### config.mk
export PLATFORM = sky130hd
export DESIGN_NAME = serial_tx_frame
export DESIGN_NICKNAME = d
export VERILOG_FILES = /design/src/rtl/serial_pkg.sv /design/src/rtl/serial_bit_timer.sv /design/src/rtl/serial_tx_frame.sv
export SDC_FILE = /design/constraint.sdc
export NUM_CORES = 1
export LEC_CHECK = 0
export ABC_AREA = 1
export CORE_MARGIN = 2
export CORE_UTILIZATION = 55
export DETAILED_ROUTE_END_ITERATION = 10
export PLACE_DENSITY_LB_ADDON = 0.05
export SYNTH_ARGS = -nofsm -noshare
export SYNTH_HDL_FRONTEND = slang
export SYNTH_SLANG_ARGS = --single-unit
export TNS_END_PERCENT = 100
### constraint.sdc
create_clock -name clk -period 3.9 [get_ports clk]
set_input_delay 0.78 -clock clk [delete_from_list [all_inputs] [get_ports clk]]
set_output_delay 0.78 -clock clk [all_outputs]
set_load 0.02 [all_outputs]
### src/rtl/serial_pkg.sv
// Shared types and line levels for the serial transmitter and the planned receiver.
package serial_pkg;

  typedef enum logic [2:0] {
    IDLE   = 3'd0,
    START  = 3'd1,
    DATA   = 3'd2,
    PARITY = 3'd3,
    STOP   = 3'd4
  } serial_tx_state_t;

  localparam logic TX_IDLE_LEVEL  = 1'b1;
  localparam logic TX_START_LEVEL = 1'b0;

endpackage

### src/rtl/serial_bit_timer.sv
// Symbol-period counter: sym_end marks the last clock of every CLKS_PER_BIT-long symbol.
module serial_bit_timer #(
  parameter int CLKS_PER_BIT = 8
) (
  input  logic clk,
  input  logic rst,
  input  logic clear,
  output logic sym_end
);

  localparam int CW = (CLKS_PER_BIT > 1) ? $clog2(CLKS_PER_BIT) : 1;
  localparam logic [CW-1:0] LAST = CW'(CLKS_PER_BIT - 1);

  logic [CW-1:0] cnt_q, cnt_d;

  assign sym_end = (cnt_q == LAST);

  // Reloads at every symbol boundary, so it never wraps mid-symbol.
  always_comb begin
    cnt_d = cnt_q + 1'b1;
    if (clear || sym_end) cnt_d = '0;
  end

  always_ff @(posedge clk) begin
    if (rst) cnt_q <= '0;
    else     cnt_q <= cnt_d;
  end

endmodule

### src/rtl/serial_tx_frame.sv
// Framed serial transmitter: start bit, DATA_W data bits, optional parity, 1-2 stop bits.
// Optional parity symbol and parity_odd port are built when SERIAL_TX_FRAME_PARITY_EN is defined.
module serial_tx_frame
  import serial_pkg::*;
#(
  parameter int CLKS_PER_BIT = 8,
  parameter int DATA_W       = 8,
  parameter int STOP_BITS    = 1,
  parameter int MSB_FIRST    = 0
) (
  input  logic              clk,
  input  logic              rst,
  input  logic              start,
  input  logic [DATA_W-1:0] data_in,
`ifdef SERIAL_TX_FRAME_PARITY_EN
  input  logic              parity_odd,
`endif
  output logic              tx,
  output logic              busy,
  output logic              done,
  output serial_tx_state_t  dbg_state
);

  // Handshake: start is accepted on any edge where the FSM is IDLE; busy is high
  // for the whole frame, done pulses for one cycle after it, and start seen while
  // busy is dropped (no queueing).
  localparam int BW = $clog2(DATA_W + 1);

  serial_tx_state_t  state_q, state_d;
  logic [DATA_W-1:0] shift_q, shift_d, shift_next;
  logic [BW-1:0]     bit_cnt_q, bit_cnt_d;
  logic              tx_q, tx_d, busy_q, busy_d, done_q, done_d;
  logic              next_bit, sym_end;
`ifdef SERIAL_TX_FRAME_PARITY_EN
  logic              par_q, par_d;
`endif

  serial_bit_timer #(.CLKS_PER_BIT(CLKS_PER_BIT)) u_timer (
    .clk     (clk),
    .rst     (rst),
    .clear   (state_q == IDLE),
    .sym_end (sym_end)
  );

  always_comb begin
    next_bit   = (MSB_FIRST != 0) ? shift_q[DATA_W-1] : shift_q[0];
    shift_next = (MSB_FIRST != 0) ? (shift_q << 1) : (shift_q >> 1);
  end

  always_comb begin
    state_d   = state_q;
    shift_d   = shift_q;
    bit_cnt_d = bit_cnt_q;
    tx_d      = tx_q;
    busy_d    = busy_q;
    done_d    = 1'b0;
`ifdef SERIAL_TX_FRAME_PARITY_EN
    par_d     = par_q;
`endif
    case (state_q)
      IDLE: if (start) begin
        state_d   = START;
        shift_d   = data_in;
        bit_cnt_d = '0;
        tx_d      = TX_START_LEVEL;
        busy_d    = 1'b1;
`ifdef SERIAL_TX_FRAME_PARITY_EN
        par_d     = (^data_in) ^ parity_odd;
`endif
      end
      START: if (sym_end) begin
        state_d   = DATA;
        tx_d      = next_bit;
        shift_d   = shift_next;
        bit_cnt_d = BW'(1);
      end
      // bit_cnt_q counts data bits already put on the line.
      DATA: if (sym_end) begin
        if (bit_cnt_q == BW'(DATA_W)) begin
          bit_cnt_d = '0;
`ifdef SERIAL_TX_FRAME_PARITY_EN
          state_d   = PARITY;
          tx_d      = par_q;
`else
          state_d   = STOP;
          tx_d      = TX_IDLE_LEVEL;
`endif
        end else begin
          tx_d      = next_bit;
          shift_d   = shift_next;
          bit_cnt_d = bit_cnt_q + 1'b1;
        end
      end
`ifdef SERIAL_TX_FRAME_PARITY_EN
      PARITY: if (sym_end) begin
        state_d = STOP;
        tx_d    = TX_IDLE_LEVEL;
      end
`endif
      // bit_cnt_q is reused to count stop symbols.
      STOP: if (sym_end) begin
        if (bit_cnt_q == BW'(STOP_BITS - 1)) begin
          state_d   = IDLE;
          busy_d    = 1'b0;
          done_d    = 1'b1;
          bit_cnt_d = '0;
        end else begin
          bit_cnt_d = bit_cnt_q + 1'b1;
        end
      end
      default: begin
        state_d = IDLE;
        tx_d    = TX_IDLE_LEVEL;
        busy_d  = 1'b0;
      end
    endcase
  end

  always_ff @(posedge clk) begin
    if (rst) begin
      state_q   <= IDLE;
      shift_q   <= '0;
      bit_cnt_q <= '0;
      tx_q      <= TX_IDLE_LEVEL;
      busy_q    <= 1'b0;
      done_q    <= 1'b0;
`ifdef SERIAL_TX_FRAME_PARITY_EN
      par_q     <= 1'b0;
`endif
    end else begin
      state_q   <= state_d;
      shift_q   <= shift_d;
      bit_cnt_q <= bit_cnt_d;
      tx_q      <= tx_d;
      busy_q    <= busy_d;
      done_q    <= done_d;
`ifdef SERIAL_TX_FRAME_PARITY_EN
      par_q     <= par_d;
`endif
    end
  end

  assign tx        = tx_q;
  assign busy      = busy_q;
  assign done      = done_q;
  assign dbg_state = state_q;

endmodule

==> reports/qor.csv, run 1 <==
metric,value,unit
layout-drive-gt1-share,10.5,%
dp.cells,213,
hold_ws,423,ps
vias,1101,
grt_pass1_vias,1004,
synth_area_per_cell,6.54,um^2
rsz0062_at_grt,no,
worst_pin_slew,433,ps
critPathSlowestCell,clkdlybuf4s50_1,
cts_tree,yes,
syn_area,0.00114,mm^2
clk_latency,310,ps
status,finished clean,
post_cts_resized,0,
multi_input_area,629,um^2
portBuffers,16,
total_power,1.26,mW
finish.net_count,206,
crit_family,buffers and inverters,
criticalPathCategory,reg2out,
pin_count,17,
nFillCells,199,
cp_data_required_time,3120,ps
grt_start_max_net_pins,13,
antenna_found_initial,0,
syn_nets,190,
ys_seq_area_share,36.7,%
htreeDepth,1,
cts_buffers,3,
routed_wl,2330,um
drc,0,
cts.clk_slew.worst_paths,120,ps
die_w,49.6,um
synth_top_area_cell,dfxtp_1,
mostFrequentLayoutCells,"52 x nand2_1, 31 x nor2_1, 21 x dfxtp_1",
endpoint_kind,primary output,
p_leak,0.635,nW
synth_top_area_share,36.7,%
antenna_cells,0,
fin_crit,2390,ps
gp_congestion,0.938,
clock-sinks,21,
avgRoutedWirePerCell,10.7,um
ys_types,20,
fin_skew,13.4,ps
worstPathMaxFanout,9,
maxSlewViolCount,0,
first_pass_iters,4,
root_buffer,clkbuf_4,
setup_viol,0,
grt_overflow_total,0,
synthCells,175,
fp.dieH,49.6,um
cp.arrival,1610,ps
dr.first_iter.drc_count,16,
synth_seq_cells,21,
dieArea,0.00246,mm^2
instances_no_fill,217,
synth_area_leaders,"dfxtp_1 37%, nand2_1 17%, nor2_1 10%",
cp.buffers_inverters,1,
area_growth,16.6,%
cap_violations,0,
clock_path_buffers,2,
yosysWarningCount,0,
core-area,0.00196,mm^2
seqCellArea,420,um^2
start_util,58.4,%
setup_tns,0,ps
cts-hold-fix-buffers,0,
cp-start-kind,flip-flop,
hold_viol_final,0,
holdCritPathClass,reg2reg,
powerDensity,943,mW/mm^2
grt_pass1_wl,4140,um
final_common_cell,nand2_1,
rows,16,
slew_headroom,71.1,%
track_usage,21.5,%
place_hpwl,1840,um
min_period_over_period,61.3,%
cpPeakStageDelay,690,ps
max_freq,0.419,GHz
post-cts-setup-buffers,0,
vias_per_cell,5.07,
antenna_left,0,
crit_chain,clkdlybuf4s50_1,
vdd_ir_drop_max,0.000623,V
## path summary, 6_finish.rpt
path / from / endpoint / slack (ps) / depth (start not counted)
max: dbg_state[2] / dbg_state[2] / 1510 / 1
min: u_timer.cnt_q[0] / u_timer.cnt_q[0] / 420 / 1
max reg2reg: dbg_state[2] / shift_q[5] / 2120 / 7
min reg2reg: u_timer.cnt_q[0] / u_timer.cnt_q[0] / 420 / 1
## report_power, final
group / total (mW) / leakage (nW) / internal (mW) / switching, mW
Combinational: 0.775 / 0.444 / 0.268 / 0.507
Sequential: 0.378 / 0.173 / 0.299 / 0.0786
Clock: 0.106 / 0.0177 / 0.0383 / 0.0673
Total: 1.26 / 0.635 / 0.606 / 0.653
## per-layer routing
layer | vias to the layer above | global-route usage (%) | part of all wire [%]
li1 | 573 | - | -
met1 | 498 | 25.5 | 44
met2 | 23 | 38.4 | 50
met3 | 7 | 1.82 | 3.3
met4 | 0 | 10.6 | 2.5
met5 | - | 0 | 0
## layout make-up
class / instances / area share, %
tap: 27 / 2.53
inverter: 17 / 4.78
multi-input combinational: 132 / 47.1
clock inverter: 1 / 0.375
sequential: 21 / 31.5
clock buffer: 3 / 1.69
timing repair buffer: 16 / 12.0
## synth_stat cells, drive strengths merged
cell type  count
ha             4
clkbuf         2
inv           17
o21ai         10
dfxtp         21
nor4           1
buf            3
xor2           2
nand3         12
a21oi          9
nor2          37
nand2         57
## cells by family (layout without fill, tap and decap cells)
group	Yosys count	in the layout	synth area share (%)
AOI/OAI and AO/OA	19	19	8.31
buffers and inverters	22	37	8.31
and+or+nand+nor	107	107	40.8
adders and majority gates	4	4	4.37
DFF	21	21	36.7
xor gates and xnor gates	2	2	1.53
## sequential cells by signal, indices dropped and copies added (netlist names)
register,flops
shift_q,8
done,1
u_timer.cnt_q,3
dbg_state,3
bit_cnt_q,4
busy,1
tx,1
## stage by stage
stage	setup slack, ps	cell area (um^2)	utilization [%]
5_1_grt	1480	1340	68.0
6_report	1510	1340	68.0
2_1_floorplan	2390	1140	-
3_5_place_dp	1810	1310	66.6
3_3_place_gp	1860	1310	66.6
4_1_cts	1520	1340	68.0
Note: power is estimated with default switching activity, not from simulation.
==> run 2, diff against run 1 <==
Settings changed: CORE_UTILIZATION 55 to 52.
Clock period 3.9 ns to 2.2 ns, I/O delays scaled along.
==> run 2 against run 1 <==
Against the previous run:
- clock-buffer cell count rose by 1
- combinational power rose by 77%
- largest power group unchanged
- highest routed layer unchanged
- sequential power rose by 77%
- critical endpoint unchanged
==> reports/qor.csv, run 2 (same netlist as run 1, synthesis figures left out) <==
metric,value,unit
mostFrequentLayoutCells,"52 x nand2_1, 31 x nor2_1, 21 x dfxtp_1",
htreeDepth,1,
grt_pass1_wl,4150,um
avgRoutedWirePerCell,10.7,um
whs_path_depth,1,
criticalPathCategory,reg2out,
pin_count,17,
dr.first_iter.drc_count,14,
place_hpwl,1830,um
cp-start-kind,flip-flop,
status,finished clean,
hold_viol_final,0,
cp.arrival,1580,ps
grt_overflow_total,0,
seqCellArea,420,um^2
reg.largest.list,"shift_q x8, bit_cnt_q x4",
max_freq,0.495,GHz
finish.utilization,66.0,%
slew_headroom,72.4,%
grt_pass1_vias,1021,
antenna_found_initial,0,
worstPathMaxFanout,9,
post_cts_resized,0,
rows,16,
total_power,2.23,mW
setup_viol,0,
multi_input_area,629,um^2
cap_violations,0,
p_leak,0.632,nW
vdd_ir_drop_max,0.000905,V
clk_latency,300,ps
cts_tree,yes,
cts.clk_slew.worst_paths,120,ps
post-cts-setup-buffers,0,
fin_skew,4.34,ps
endpoint_kind,primary output,
fp.dieH,50.9,um
antenna_cells,0,
dieArea,0.00259,mm^2
fin_crit,2020,ps
final_common_cell,nand2_1,
top_register,shift_q,
rsz0062_at_grt,no,
vias_per_cell,5.02,
worst_pin_slew,413,ps
setup_tns,0,ps
clock-sinks,21,
root_buffer,clkbuf_4,
track_usage,21.2,%
grt_start_max_net_pins,13,
cp.depth,1,
gp_congestion,0.980,
maxSlewViolCount,0,
cts-hold-fix-buffers,0,
layout-drive-gt1-share,10.0,%
critPathSlowestCell,clkdlybuf4s50_1,
routed_wl,2330,um
min_period_over_period,91.8,%
crit_family,buffers and inverters,
portBuffers,16,
drc,0,
vias,1089,
core-area,0.00202,mm^2
cts_buffers,3,
cp_data_required_time,1760,ps
powerDensity,1670,mW/mm^2
worst_r2r_path_depth,7,
die_w,50.9,um
finish.net_count,206,
cpPeakStageDelay,680,ps
largest_reg_flops,8,
start_util,56.6,%
clock_path_buffers,2,
holdCritPathClass,reg2reg,
area_growth,16.5,%
crit_chain,clkdlybuf4s50_1,
first_pass_iters,4,
cp.buffers_inverters,1,
nFillCells,200,
antenna_left,0,
[run 2: cell count changes in the layout (fill, tap and decap cells not counted), sizes merged]
cell / previous run / this run
clkbuf: 3 / 4
clkinv: 1 / 0
[run 2: path summary, 6_finish.rpt]
kind | from | slack [ps] | to
max | dbg_state[2] | 180 | dbg_state[2]
min reg2reg | u_timer.cnt_q[0] | 430 | u_timer.cnt_q[0]
min | u_timer.cnt_q[0] | 430 | u_timer.cnt_q[0]
max reg2reg | dbg_state[2] | 400 | shift_q[6]
[run 2: power by group]
group / internal, mW / switching [mW]
sequential: 0.530 / 0.138
clock: 0.0707 / 0.118
combinational: 0.474 / 0.894
[run 2: metal layers]
metal	wire, um	share of wire [%]	vias to the layer above	track usage (%)
met5	0	0	-	0
met4	66	2.8	0	11.7
met3	71	3.0	8	4.39
met2	1090	47	21	36.1
met1	1110	47	487	24.6
li1	-	-	573	-
[run 2: cell type report]
| cell class | instances | area share (%) |
|---|---|---|
| Multi-Input combinational cell | 132 | 47.2 |
| Sequential cell | 21 | 31.5 |
| Timing Repair Buffer | 16 | 12.0 |
| Inverter | 17 | 4.78 |
| Tap cell | 27 | 2.53 |
| Clock buffer | 4 | 1.97 |
[run 2: metrics by stage]
step | hold WS, ps | instance area, um^2 | std cells | setup WS, ps
after floorplan | 399 | 1140 | 175 | 746
after global placement | 407 | 1310 | 213 | 445
after detailed placement | 411 | 1310 | 213 | 431
after CTS | 429 | 1330 | 217 | 177
after global routing | 448 | 1330 | 217 | 100
final | 426 | 1330 | 217 | 180
[run 2: worst register-to-register path, cell delays in order (launching register included)]
cell	delay [ps]
dfxtp_1	590
nor2_4	90
nand2_2	110
nand2_2	180
nand2_2	140
nand3_1	250
o21ai_0	270
nor2_1	60
